### src/rtl/fft_pkg.sv
// fft_pkg: shared definitions for the FFT control sequencer.
//   fft_state_e : sequencer states
//   log2c       : ceil(log2(v)), usable in constant expressions
//   wb_delay    : read-to-write-back distance D = RD_LAT + BF_LAT
//   bitrev      : reverses the low w bits of v
package fft_pkg;

  typedef enum logic [2:0] {
    S_IDLE,
    S_LOAD,
    S_COMPUTE,
    S_DRAIN,
    S_UNLOAD,
    S_DONE
  } fft_state_e;

  function automatic int unsigned log2c(input int unsigned v);
    int unsigned r;
    r = 0;
    for (int unsigned i = 0; i < 32; i++) begin
      if ((64'd1 << i) < 64'(v)) r = i + 1;
    end
    return r;
  endfunction

  function automatic int unsigned wb_delay(input int unsigned rd_lat,
                                           input int unsigned bf_lat);
    return rd_lat + bf_lat;
  endfunction

  function automatic logic [31:0] bitrev(input logic [31:0] v,
                                         input int unsigned w);
    logic [31:0] r;
    r = '0;
    for (int unsigned i = 0; i < 32; i++) begin
      if (i < w) r[i] = v[w-1-i];
    end
    return r;
  endfunction

endpackage

### src/rtl/fft_addr_delay.sv
// fft_addr_delay: DEPTH-stage shift register of {en, addr0, addr1}.
// Turns the butterfly read-address stream into the write-back stream.
//   clk, rst           : clock, synchronous active-high clear of all stages
//   i_en, i_addr0/1    : read enable and address pair entering the line
//   o_en, o_addr0/1    : the same values DEPTH cycles later
module fft_addr_delay #(
  parameter int unsigned DEPTH = 4,
  parameter int unsigned AW    = 10
) (
  input  logic          clk,
  input  logic          rst,
  input  logic          i_en,
  input  logic [AW-1:0] i_addr0,
  input  logic [AW-1:0] i_addr1,
  output logic          o_en,
  output logic [AW-1:0] o_addr0,
  output logic [AW-1:0] o_addr1
);

  logic [2*AW:0] r_line [DEPTH];

  always_ff @(posedge clk) begin
    if (rst) begin
      for (int unsigned i = 0; i < DEPTH; i++) r_line[i] <= '0;
    end else begin
      r_line[0] <= {i_en, i_addr0, i_addr1};
      for (int unsigned i = 1; i < DEPTH; i++) r_line[i] <= r_line[i-1];
    end
  end

  assign {o_en, o_addr0, o_addr1} = r_line[DEPTH-1];

endmodule

### src/rtl/fft_sequencer.sv
// fft_sequencer: control for a radix-2 DIT FFT with ping-pong sample banks.
// Loads N samples (two per cycle) to bit-reversed addresses of bank 0, runs
// log2(N) stages of N/2 butterflies with delayed write-back to the other
// bank, then streams the result out in natural order. RD_LAT must be >= 1.
//   clk, rst          : clock, synchronous active-high reset
//   start_i           : start pulse, honoured only when idle
//   in_valid_i        : input pair present during LOAD
//   src_sel_o         : bank write mux, 1 = external input, 0 = butterfly
//   rd_bank_o, rd_en_o, rd_addr0_o/1_o : bank read side
//   wr_en_o, wr_bank_o, wr_addr0_o/1_o : bank write side
//   twiddle_addr_o    : twiddle ROM address, aligned with rd_addr
//   bf_ce_o           : butterfly enable (compute reads delayed by RD_LAT)
//   stage_o, busy_o   : current stage, not-idle flag
//   out_valid_o       : output pair valid, done_o : end-of-run pulse
module fft_sequencer
  import fft_pkg::*;
#(
  parameter int unsigned N      = 1024,
  parameter int unsigned RD_LAT = 1,
  parameter int unsigned BF_LAT = 3
) (
  input  logic                         clk,
  input  logic                         rst,
  input  logic                         start_i,
  input  logic                         in_valid_i,
  output logic                         src_sel_o,
  output logic                         rd_bank_o,
  output logic                         rd_en_o,
  output logic [$clog2(N)-1:0]         rd_addr0_o,
  output logic [$clog2(N)-1:0]         rd_addr1_o,
  output logic                         wr_en_o,
  output logic                         wr_bank_o,
  output logic [$clog2(N)-1:0]         wr_addr0_o,
  output logic [$clog2(N)-1:0]         wr_addr1_o,
  output logic [$clog2(N/2)-1:0]       twiddle_addr_o,
  output logic                         bf_ce_o,
  output logic [$clog2($clog2(N)):0]   stage_o,
  output logic                         busy_o,
  output logic                         out_valid_o,
  output logic                         done_o
);

  localparam int unsigned L  = log2c(N);
  localparam int unsigned AW = L;
  localparam int unsigned IW = L - 1;
  localparam int unsigned SW = log2c(L) + 1;
  localparam int unsigned D  = wb_delay(RD_LAT, BF_LAT);
  localparam int unsigned WW = log2c(D + 1);

  localparam logic [IW-1:0] IDX_LAST   = IW'(N/2 - 1);
  localparam logic [SW-1:0] STAGE_LAST = SW'(L - 1);
  localparam logic [WW-1:0] DRAIN_LAST = WW'(D - 1);
  localparam logic [WW-1:0] TAIL_LAST  = WW'(RD_LAT - 1);

  fft_state_e        r_state, w_state;
  logic [IW-1:0]     r_idx, w_idx;
  logic [SW-1:0]     r_stage, w_stage;
  logic              r_rd_bank, w_rd_bank;
  logic [WW-1:0]     r_wait, w_wait;
  logic              r_tail, w_tail;
  logic [RD_LAT-1:0] r_ce_pipe, r_ov_pipe;

  logic              w_rd_cmp, w_rd_unl;
  logic [AW-1:0]     w_j, w_half, w_pos, w_bfly_a0, w_ld_a0, w_ld_a1;
  logic [IW-1:0]     w_twiddle;
  logic              w_dly_en;
  logic [AW-1:0]     w_dly_a0, w_dly_a1;

  // Butterfly j of stage s: base = (j >> s) * 2^(s+1) + (j mod 2^s).
  assign w_j       = {1'b0, r_idx};
  assign w_half    = AW'(1) << r_stage;
  assign w_pos     = w_j & (w_half - AW'(1));
  assign w_bfly_a0 = ((w_j >> r_stage) << (r_stage + SW'(1))) | w_pos;
  assign w_twiddle = IW'(w_pos << (STAGE_LAST - r_stage));

  assign w_ld_a0 = AW'(bitrev(32'({r_idx, 1'b0}), AW));
  assign w_ld_a1 = AW'(bitrev(32'({r_idx, 1'b1}), AW));

  fft_addr_delay #(
    .DEPTH (D),
    .AW    (AW)
  ) u_addr_delay (
    .clk     (clk),
    .rst     (rst),
    .i_en    (w_rd_cmp),
    .i_addr0 (w_bfly_a0),
    .i_addr1 (w_bfly_a0 | w_half),
    .o_en    (w_dly_en),
    .o_addr0 (w_dly_a0),
    .o_addr1 (w_dly_a1)
  );

  always_ff @(posedge clk) begin
    if (rst) begin
      r_state   <= S_IDLE;
      r_idx     <= '0;
      r_stage   <= '0;
      r_rd_bank <= 1'b0;
      r_wait    <= '0;
      r_tail    <= 1'b0;
      r_ce_pipe <= '0;
      r_ov_pipe <= '0;
    end else begin
      r_state   <= w_state;
      r_idx     <= w_idx;
      r_stage   <= w_stage;
      r_rd_bank <= w_rd_bank;
      r_wait    <= w_wait;
      r_tail    <= w_tail;
      r_ce_pipe <= RD_LAT'({r_ce_pipe, w_rd_cmp});
      r_ov_pipe <= RD_LAT'({r_ov_pipe, w_rd_unl});
    end
  end

  always_comb begin
    w_state        = r_state;
    w_idx          = r_idx;
    w_stage        = r_stage;
    w_rd_bank      = r_rd_bank;
    w_wait         = r_wait;
    w_tail         = r_tail;
    w_rd_cmp       = 1'b0;
    w_rd_unl       = 1'b0;
    src_sel_o      = 1'b0;
    rd_bank_o      = 1'b0;
    rd_en_o        = 1'b0;
    rd_addr0_o     = '0;
    rd_addr1_o     = '0;
    wr_en_o        = 1'b0;
    wr_bank_o      = 1'b0;
    wr_addr0_o     = '0;
    wr_addr1_o     = '0;
    twiddle_addr_o = '0;
    done_o         = 1'b0;
    unique case (r_state)
      S_IDLE: begin
        if (start_i) begin
          w_state   = S_LOAD;
          w_idx     = '0;
          w_stage   = '0;
          w_rd_bank = 1'b0;
        end
      end
      S_LOAD: begin
        src_sel_o  = 1'b1;
        wr_en_o    = in_valid_i;
        wr_addr0_o = w_ld_a0;
        wr_addr1_o = w_ld_a1;
        if (in_valid_i) begin
          if (r_idx == IDX_LAST) begin
            w_state = S_COMPUTE;
            w_idx   = '0;
          end else begin
            w_idx = r_idx + 1'b1;
          end
        end
      end
      S_COMPUTE: begin
        rd_bank_o      = r_rd_bank;
        rd_en_o        = 1'b1;
        w_rd_cmp       = 1'b1;
        rd_addr0_o     = w_bfly_a0;
        rd_addr1_o     = w_bfly_a0 | w_half;
        twiddle_addr_o = w_twiddle;
        wr_en_o        = w_dly_en;
        wr_bank_o      = ~r_rd_bank;
        wr_addr0_o     = w_dly_a0;
        wr_addr1_o     = w_dly_a1;
        if (r_idx == IDX_LAST) begin
          w_state = S_DRAIN;
          w_wait  = '0;
        end else begin
          w_idx = r_idx + 1'b1;
        end
      end
      S_DRAIN: begin
        rd_bank_o  = r_rd_bank;
        wr_en_o    = w_dly_en;
        wr_bank_o  = ~r_rd_bank;
        wr_addr0_o = w_dly_a0;
        wr_addr1_o = w_dly_a1;
        if (r_wait == DRAIN_LAST) begin
          // Toggling after the last stage too leaves r_rd_bank on the
          // bank holding the final result, which UNLOAD reads.
          w_rd_bank = ~r_rd_bank;
          w_idx     = '0;
          if (r_stage == STAGE_LAST) begin
            w_state = S_UNLOAD;
            w_tail  = 1'b0;
          end else begin
            w_state = S_COMPUTE;
            w_stage = r_stage + 1'b1;
          end
        end else begin
          w_wait = r_wait + 1'b1;
        end
      end
      S_UNLOAD: begin
        rd_bank_o = r_rd_bank;
        if (!r_tail) begin
          rd_en_o    = 1'b1;
          w_rd_unl   = 1'b1;
          rd_addr0_o = {r_idx, 1'b0};
          rd_addr1_o = {r_idx, 1'b1};
          if (r_idx == IDX_LAST) begin
            w_tail = 1'b1;
            w_wait = '0;
          end else begin
            w_idx = r_idx + 1'b1;
          end
        end else if (r_wait == TAIL_LAST) begin
          w_state = S_DONE;
        end else begin
          w_wait = r_wait + 1'b1;
        end
      end
      S_DONE: begin
        done_o    = 1'b1;
        w_state   = S_IDLE;
        w_stage   = '0;
        w_rd_bank = 1'b0;
        w_idx     = '0;
      end
      default: w_state = S_IDLE;
    endcase
  end

  assign busy_o      = (r_state != S_IDLE);
  assign stage_o     = r_stage;
  assign bf_ce_o     = r_ce_pipe[RD_LAT-1];
  assign out_valid_o = r_ov_pipe[RD_LAT-1];

endmodule

### config.mk
export PLATFORM = sky130hd
export DESIGN_NAME = fft_sequencer
export DESIGN_NICKNAME = d
export VERILOG_FILES = /design/src/rtl/fft_pkg.sv /design/src/rtl/fft_addr_delay.sv /design/src/rtl/fft_sequencer.sv
export SDC_FILE = /design/constraint.sdc
export NUM_CORES = 1
export LEC_CHECK = 0
export ABC_AREA = 1
export CORE_MARGIN = 3
export CORE_UTILIZATION = 50
export CTS_CLUSTER_SIZE = 16
export DETAILED_ROUTE_END_ITERATION = 8
export MAX_ROUTING_LAYER = met4
export PLACE_DENSITY = 0.81
export SYNTH_ARGS = -nofsm -noshare
export SYNTH_HDL_FRONTEND = slang
export SYNTH_SLANG_ARGS = --single-unit
### constraint.sdc
create_clock -name clk -period 6.3 [get_ports clk]
set_input_delay 1.26 -clock clk [delete_from_list [all_inputs] [get_ports clk]]
set_output_delay 1.26 -clock clk [all_outputs]
set_load 0.02 [all_outputs]
Word-level counts from Yosys, hierarchy flattened
Memories as Yosys holds them, arrays and structs flattened.
Cells that the tools add are included.
{"block": "word_totals", "ram_bits": 84, "n_memories": 1, "ff_bits": 24, "in_bits": 4, "out_inout_bits": 63, "word_cells": 118}
{"name": "u_addr_delay.r_line", "words": 4, "word_bits": 21, "rd": 4, "rd_clocked_by_memory_dff": 0, "wr": 4, "line": "fft_addr_delay.sv:20", "text": "logic [2*AW:0] r_line [DEPTH];"}
{"block": "classes", "muxes": 55, "n_eq_ne": 20, "bitwise": 9, "n_reduce_logical": 16, "addsub": 5, "shifts": 4}
{"op": "21-bit 2-to-1 mux", "count": 4}
{"op": "10-bit case mux with 2 select lines", "count": 4}
{"op": "9-bit 2-to-1 mux", "count": 7}
{"op": "9-bit case mux with 6 select lines", "count": 1}
{"op": "3-bit 2-to-1 mux", "count": 12}
{"op": "2-bit != test, second input constant", "count": 11}
{"op": "10-bit 2-to-1 mux", "count": 2}
{"op": "10-bit OR", "count": 2}
{"op": "1-bit 2-to-1 mux", "count": 15}
{"op": "5-bit 2-to-1 mux", "count": 3}
{"op": "3-bit case mux with 5 select lines", "count": 1}
{"op": "5-bit case mux with 3 select lines", "count": 1}
{"op": "9-bit by 10-bit AND with 10-bit output", "count": 1}
{"op": "1-bit by 5-bit left shift with 10-bit output, first input constant", "count": 1}
{"op": "10-bit by 5-bit left shift with 10-bit output", "count": 1}
{"op": "10-bit by 5-bit left shift with 9-bit output", "count": 1}
{"op": "9-bit by 5-bit >> shifter with 10-bit output", "count": 1}
{"op": "10-bit by 1-bit subtractor with 10-bit output, second input constant", "count": 1}
{"op": "9-bit by 1-bit adder with 9-bit output, second input constant", "count": 1}
{"op": "3-bit by 2-bit equality test with 1-bit output, second input constant", "count": 3}
{"op": "9-bit equality test, second input constant", "count": 1}
{"op": "3-bit case mux with 3 select lines", "count": 1}
{"op": "3-bit AND reduction", "count": 3}
{"op": "3-bit nonzero test", "count": 3}
{"op": "other kinds (19)", "count": 28}

Longest topological paths before layout
Gate-level depths: netlist (run 1).
{"block": "depth", "ltp_word": 6, "depth_mapped": 19, "depth_no_buf": 16}

Hierarchy
Synthesis (run 1) repeated with hierarchy kept, for this count alone.
{"block": "unflattened", "hier_cells": 842, "area_unflattened_um2": 5604.1}
{"mod": "fft_sequencer", "seq_area_each_um2": 480.5, "n_inst": 1, "area_each_um2": 3206.8, "cells_each": 581}
{"mod": "fft_addr_delay", "seq_area_each_um2": 1681.6, "n_inst": 1, "area_each_um2": 2397.3, "cells_each": 261}

Worst setup path before layout (run 1)
No wires, ideal clock.
{"block": "synth_path", "kind": "register -> output", "startpoint": "register r_stage[0], in the netlist stage_o[0]", "endpoint": "output port twiddle_addr_o[5]", "slack_ps": 2251, "stages_incl_launch_ff": 19, "n_path_buf": 3, "t_required_ps": 5040, "t_arrival_ps": 2789, "path_cell_list": "dfxtp_1 buf_2 inv_2 buf_6 clkbuf_1 ha_1 inv_1 nor2_2 clkinv_2 ha_1 nand3_2 inv_2 nand2_1 nand2_1 nor2_1 o21ai_1 nand2_1 o21ai_1 a21oi_1"}
{"block": "synth_between", "elab_chain_cells": 5, "elab_cells_between_ends": 6, "classes_between": "add/sub (2); shift (2); mux (1); bitwise (1)"}
{"item": "start, declared", "line": "fft_sequencer.sv:57", "text": "logic [SW-1:0] r_stage, w_stage;"}
{"item": "start signal, assigned", "line": "fft_sequencer.sv:106", "text": "r_stage <= w_stage;"}
{"item": "1-bit by 5-bit left shift with 10-bit output", "line": "fft_sequencer.sv:71", "text": "assign w_half = AW'(1) << r_stage;"}
{"item": "10-bit by 1-bit subtractor with 10-bit output", "line": "fft_sequencer.sv:72", "text": "assign w_pos = w_j & (w_half - AW'(1));"}
{"item": "9-bit by 10-bit AND with 10-bit output", "line": "fft_sequencer.sv:72"}
{"item": "10-bit by 5-bit left shift with 9-bit output *", "line": "fft_sequencer.sv:74", "text": "assign w_twiddle = IW'(w_pos << (STAGE_LAST - r_stage));"}
{"item": "9-bit 2-to-1 mux *", "line": "fft_sequencer.sv:135", "text": "unique case (r_state)"}
{"item": "end, declared", "line": "fft_sequencer.sv:35", "text": "output logic [$clog2(N/2)-1:0] twiddle_addr_o,"}
Mark *: on every way between the ends. The rest lies on a longest branch, timed or not.

Final worst setup path (run 1)
{"block": "layout_path", "startpoint": "register r_stage[1], in the netlist stage_o[1]", "endpoint": "output port twiddle_addr_o[7]"}
Same word-level chain as after synthesis.

==> results.md, run 1 <==
- Synth warn: 0
- RSZ-0062 raised after global routing: false
- Crit path DAT: 3.91 ns
- WL met3: 1160 um
- Avg Synthesized Cell Area: 6.61 um2
- RePlAce Congestion: 1.09
- Reg2reg setup slack: 3.26 ns
- Syn Std Cell Area: 5450 um2
- Via count: 5323
- Outcome: finished clean
- WL final: 14900 um
- Layout cells sized above 1: 0.0614
- Vias in the first global route: 4898
- Max Fclk: 0.193 GHz
- Ys async rst share: 0
- Prevailing post-synth register cell: dfxtp_1
- Post-synth top cells: nand2_1, inv_1, nor2_1, dfxtp_1, nand3_1
- Post-synth top area share: 0.393
- Seq/Total Area, Yosys: 0.393
- Clk_lat worst skew: 0.37 ns
- Syn nets: 842
- Reg2Reg Depth: 9
- Critical path endpoint: twiddle_addr_o[7]
- Worst setup path startpoint: stage_o[1]
- Cell Rows: 37
- Placed cell count: 999
- MaxCap Viol Count: 0
- CP Capture Type: output pin
- Final hold vios: 0
- DRT Pass-1 Iters: 5
- WL/cell: 14.7 um
- Clock transition at the registers of the reported paths: 0.11 ns
- Initial Util: 0.521
- CTS tree: built
- Cts repair resizes: 0
- Global-route wire length before repair: 24000 um
- # H-tree levels: 3
- Crit start category: flip-flop
- Worst Path Max Fanout: 19
- Post-route cell area: 6360 um2
- Max-slew headroom: 0.420
- Final hold slack: 0.402 ns
- TritonCTS buffer count: 9
- Placed Area: 6160 um2
- Max VDD drop: 253 uV
- Slew Limit Fails: 0
- CP Data Required Time: 5.04 ns
- Synth cell types: 41
- Count leader, synth: nand2_1
- Met1 wire length: 6550 um
- Leakage power: 2.86 nW
- Total grt overflow: 0
- P per Cell Area: 506 nW/um2
- Global-route usage over all layers: 0.260
- Number of buffers added on ports: 66
- Die ar.: 12200 um2
- Worst-case clock buffer depth: 2
- Routed Antenna Nets: 0
- Flop and latch count out of synthesis: 107
- Setup-failing EPs final: 0
- EDFF count, synth: 0
- Area grow syn2layout: 16.7%
- Cell count after synthesis: 824
- Final #Nets: 892
- Met2 WL: 6730 um
- Period utilization: 0.821
- Setup Skew: 0.0130 ns
- Post-route DRC: 0
- Pin count of the biggest net entering global routing: 90
- Width of the chip: 110 um
- Core area: 10500 um2
- CTS root buffer: clkbuf_8
- Max Used Layer: met4
- Total power: 3.22 mW
- Hold Crit Class: reg -> reg
- Vias per Instance: 5.24
- Clock sink total: 107
- Reg-to-reg startpoint: stage_o[1]
- I/O pin cnt: 67
- Hpwl dp: 10900 um
- Non-filler cells, final: 1015
- Post-CTS Setup Bufs: 0
- Initial antenna violation count: 0
- Antenna diodes: 0
- Setup TNS Final: 0 ns
- Die Y: 110 um
- CTS Hold Buffers Added: 0
- Top cells by area, synth: dfxtp_1, nand2_1, inv_1
- Crit path kind: reg -> out
- Filler instances: 1026
- Top cell type by total area after synthesis: dfxtp_1
- Worst R2R End: u_addr_delay.r_line[0][6]
- Clock period minus worst slack: 5.17 ns
- Initial DRC count: 505
- Worst-margin pin slew: 0.870 ns
cells by family after synthesis:
logic type / synth area share
mux: 0.00184
buf+inv: 0.124
simple gates: 0.328
xor+xnor: 0.00643
compound gates: 0.115
fa+ha+maj: 0.0321
flops: 0.393
power by group:
group,internal [mW],switching [mW],leakage (nW)
clock,0.158,0.267,0.0994
sequential,0.784,0.0888,0.870
combinational,0.598,1.32,1.89
total,1.54,1.68,2.86
metrics by stage:
stage / util / setup slack (ns)
3_5_place_dp: 0.588 / 1.61
4_1_cts: 0.608 / 1.18
5_1_grt: 0.608 / 0.752
2_1_floorplan: - / 2.25
6_report: 0.608 / 1.13
3_3_place_gp: 0.588 / 1.63
sequential cells by signal, indices dropped and copies added, names as in the netlist:
signal,count
r_wait,3
r_idx,9
r_state,3
r_tail,1
u_addr_delay.r_line,84
out_valid_o,1
stage_o,5
r_rd_bank,1
layout make-up:
type	count	area, um2	area share
Clock buffer	9	124	0.0195
Clock inverter	7	80.1	0.0126
Sequential cell	107	2140	0.337
Inverter	141	533	0.0838
Tap cell	136	170	0.0268
Timing Repair Buffer	69	678	0.107
Multi-Input combinational cell	546	2630	0.414
worst max-delay path: stages, from the launching register on:
cell             delay, ns
dfxtp_1               0.75
inv_1                 0.46
ha_1                  0.37
inv_1                 0.11
nor2_2                0.05
clkinv_2              0.08
ha_1                  0.21
nand3_2               0.14
o21ai_1               0.20
nand3_1               0.14
o211ai_1              0.22
a21oi_1               0.10
nor2_1                0.09
clkdlybuf4s50_1       0.61
worst min path at each step:
| stage | start | endpoint | slack [ns] | depth (start not counted) |
|---|---|---|---|---|
| detailed placement | u_addr_delay.r_line[0][17] | u_addr_delay.r_line[1][17] | 0.39 | 2 |
| floorplan | u_addr_delay.r_line[0][0] | u_addr_delay.r_line[1][0] | 0.39 | 2 |
| global placement | u_addr_delay.r_line[1][3] | u_addr_delay.r_line[2][3] | 0.39 | 2 |
| finish | u_addr_delay.r_line[2][16] | u_addr_delay.r_line[3][16] | 0.40 | 2 |
| global route | u_addr_delay.r_line[2][16] | u_addr_delay.r_line[3][16] | 0.42 | 2 |
| CTS | u_addr_delay.r_line[2][11] | u_addr_delay.r_line[3][11] | 0.40 | 2 |
placed cells by master (no fill, tap or decap), types with 7 or more instances in the layout:
cell type / count
dfxtp_1: 107
inv_2: 7
nor3_1: 8
o21ai_1: 12
inv_1: 130
nor2_1: 112
clkdlybuf4s50_1: 65
nand3_1: 69
nand2_1: 204
clkbuf_8: 9
ha_1: 14
a21oi_1: 25
a211oi_1: 11
o21ai_0: 37
metal layers:
layer	vias up	global-route usage
li1	2669	-
met1	2365	0.337
met2	247	0.414
met3	42	0.0437
met4	0	0.0888
met5	-	-
Power figures use the tool's default switching activity.
==> inputs of run 2 (changes only) <==
- PLACE_DENSITY: 0.81 -> 0.84
- clock period: 6.3 -> 4.6 ns (I/O delays scaled with it)
==> results.md, run 2 (synthesized netlist as in run 1, its figures left out) <==
- # H-tree levels: 3 (unchanged)
- Total grt overflow: 0 (unchanged)
- Clock period minus worst slack: 4.23 ns
- Width of the chip: 110 um (unchanged)
- Hpwl dp: 10800 um (-1.2%)
- Clock Power Share: 0.137 (+0.005)
- Slew Limit Fails: 0 (unchanged)
- Clk_lat worst skew: 0.37 ns (about the same)
- Cell Rows: 37 (unchanged)
- Via count: 5356 (+0.62%)
- Cts repair resizes: 0 (unchanged)
- WL/cell: 14.5 um (-1.1%)
- TritonCTS buffer count: 9 (unchanged)
- Core area: 10500 um2 (unchanged)
- Layout cells sized above 1: 0.0667 (+0.00523)
- Clock sink total: 107 (unchanged)
- Final #Nets: 898 (+0.67%)
- CP Data Required Time: 3.68 ns (-1.36 ns)
- Post-route cell area: 6410 um2 (+0.81%)
- Commonest non-fill, non-tap cell in the layout: nand2_1
- Initial antenna violation count: 0 (unchanged)
- Die ar.: 12200 um2 (unchanged)
- Global-route usage over all layers: 0.257 (-0.00363)
- RSZ-0062 raised after global routing: false
- Global-route wire length before repair: 23400 um (-2.2%)
- Area grow syn2layout: 17.7%
- CTS root buffer: clkbuf_8
- Worst Path Max Fanout: 27 (+8)
- Die Y: 110 um (unchanged)
- MaxCap Viol Count: 0 (unchanged)
- Post-route DRC: 0 (unchanged)
- RePlAce Congestion: 1.00 (-8.6%)
- P per Cell Area: 695 nW/um2 (+37%)
- Placed Area: 6200 um2 (+0.73%)
- Initial Util: 0.521 (unchanged)
- Number of buffers added on ports: 66 (unchanged)
- Crit path DAT: 3.31 ns (-0.60 ns)
- Largest reg by FF count: u_addr_delay.r_line
- Most frequent cells in the layout: nand2_1, inv_1, nor2_1, dfxtp_1, nand3_1
- Setup-failing EPs final: 0 (unchanged)
- Final hold vios: 0 (unchanged)
- Post-CTS Setup Bufs: 0 (unchanged)
- Final hold slack: 0.400 ns (-0.00243 ns)
- Setup Skew: 0.0125 ns (-0.000535 ns)
- Hold Crit Class: reg -> reg
- Max-slew headroom: 0.405 (-0.0155)
- CTS Hold Buffers Added: 0 (unchanged)
- Crit start category: flip-flop
- Max VDD drop: 345 uV (+36%)
- Crit path kind: reg -> out
- Leakage power: 2.89 nW (+1.1%)
- NetSw: 2.27 mW (+35%)
- Largest register FFs: 84 (unchanged)
- WL final: 14800 um (-0.51%)
- Gate power share: 0.597 (about the same)
- Period utilization: 0.920
- Worst-case clock buffer depth: 2 (unchanged)
- Initial DRC count: 516 (+2.2%)
- Internal power: 2.18 mW (+42%)
- Seq pwr share: 0.266 (-0.005)
- Outcome: finished clean
- DRT Pass-1 Iters: 5 (unchanged)
- Filler instances: 948 (-7.6%)
- Worst-margin pin slew: 0.893 ns (+0.0233 ns)
- CTS tree: built
- CP Capture Type: output pin
- Sw Ratio: 0.510 (-0.0114)
- Routed Antenna Nets: 0 (unchanged)
- Setup TNS Final: 0 ns (unchanged)
- Vias per Instance: 5.25 (about the same)
- Max Fclk: 0.236 GHz
- Clock transition at the registers of the reported paths: 0.11 ns (about the same)
- Vias in the first global route: 4868 (-0.61%)
- Antenna diodes: 0 (unchanged)
- I/O pin cnt: 67 (unchanged)
- Pin count of the biggest net entering global routing: 90 (unchanged)
==> run 2: cell count changes in the layout (fill, tap and decap cells not counted) <==
cell	before	now
buf_4	3	9
bufinv_16	0	1
clkbuf_1	0	1
clkinv_4	1	0
clkinv_8	2	1
inv_6	1	2
inv_8	2	1
==> run 2: worst paths after layout <==
check | from | endpoint | slack (ns) | cells after the start
worst max-delay path | stage_o[0] | rd_addr0_o[3] | 0.37 | 12
worst min-delay path | u_addr_delay.r_line[1][11] | u_addr_delay.r_line[2][11] | 0.40 | 2
worst max register to register | r_state[2] | r_idx[4] | 2.01 | 10
worst min register to register | u_addr_delay.r_line[1][11] | u_addr_delay.r_line[2][11] | 0.40 | 2
==> run 2: power groups by stage <==
stage / sequential [mW] / clock [mW] / combinational, mW
2_1_floorplan: 1.19 / 0 / 1.86
3_3_place_gp: 1.20 / 0 / 2.59
3_5_place_dp: 1.20 / 0 / 2.60
4_1_cts: 1.18 / 0.616 / 2.62
5_1_grt: 1.20 / 0.654 / 2.94
6_report: 1.18 / 0.609 / 2.66
==> run 2: per-layer routing <==
layer  up-vias  share of wire  track usage
met2       204           0.47        0.415
li1       2676              -            -
met1      2441           0.44        0.325
met3        35          0.068       0.0454
met4         0          0.024       0.0880
met5         -              0            -
==> run 2: layout make-up <==
class                      count  area, um2  area share
clock buffer                  10        128      0.0199
clock inverter                 6       82.6      0.0129
inverter                     141        533      0.0831
multi-input combinational    546       2630       0.411
sequential                   107       2140       0.334
tap                          136        170      0.0265
timing repair buffer          75        723       0.113
==> run 2: metrics by stage <==
step / setup WS, ns / utilization / power, mW / cells
after CTS: 0.397 / 0.613 / 4.42 / 1021
final: 0.369 / 0.613 / 4.45 / 1021
after floorplan: 0.891 / - / 3.05 / 824
after global placement: 0.801 / 0.593 / 3.79 / 1005
after detailed placement: 0.810 / 0.593 / 3.81 / 1005
after global routing: 0.103 / 0.613 / 4.80 / 1021
==> run 2: critical path, cell delays in order (launching register included) <==
cell	delay [ns]
dfxtp_1	0.59
buf_4	0.37
nand2_1	0.11
a21oi_1	0.26
nand2_1	0.11
nand3_1	0.09
nand2_1	0.09
nand2_1	0.10
nand3_1	0.10
nand2_1	0.09
inv_1	0.07
o21ai_0	0.27
clkdlybuf4s50_1	0.67
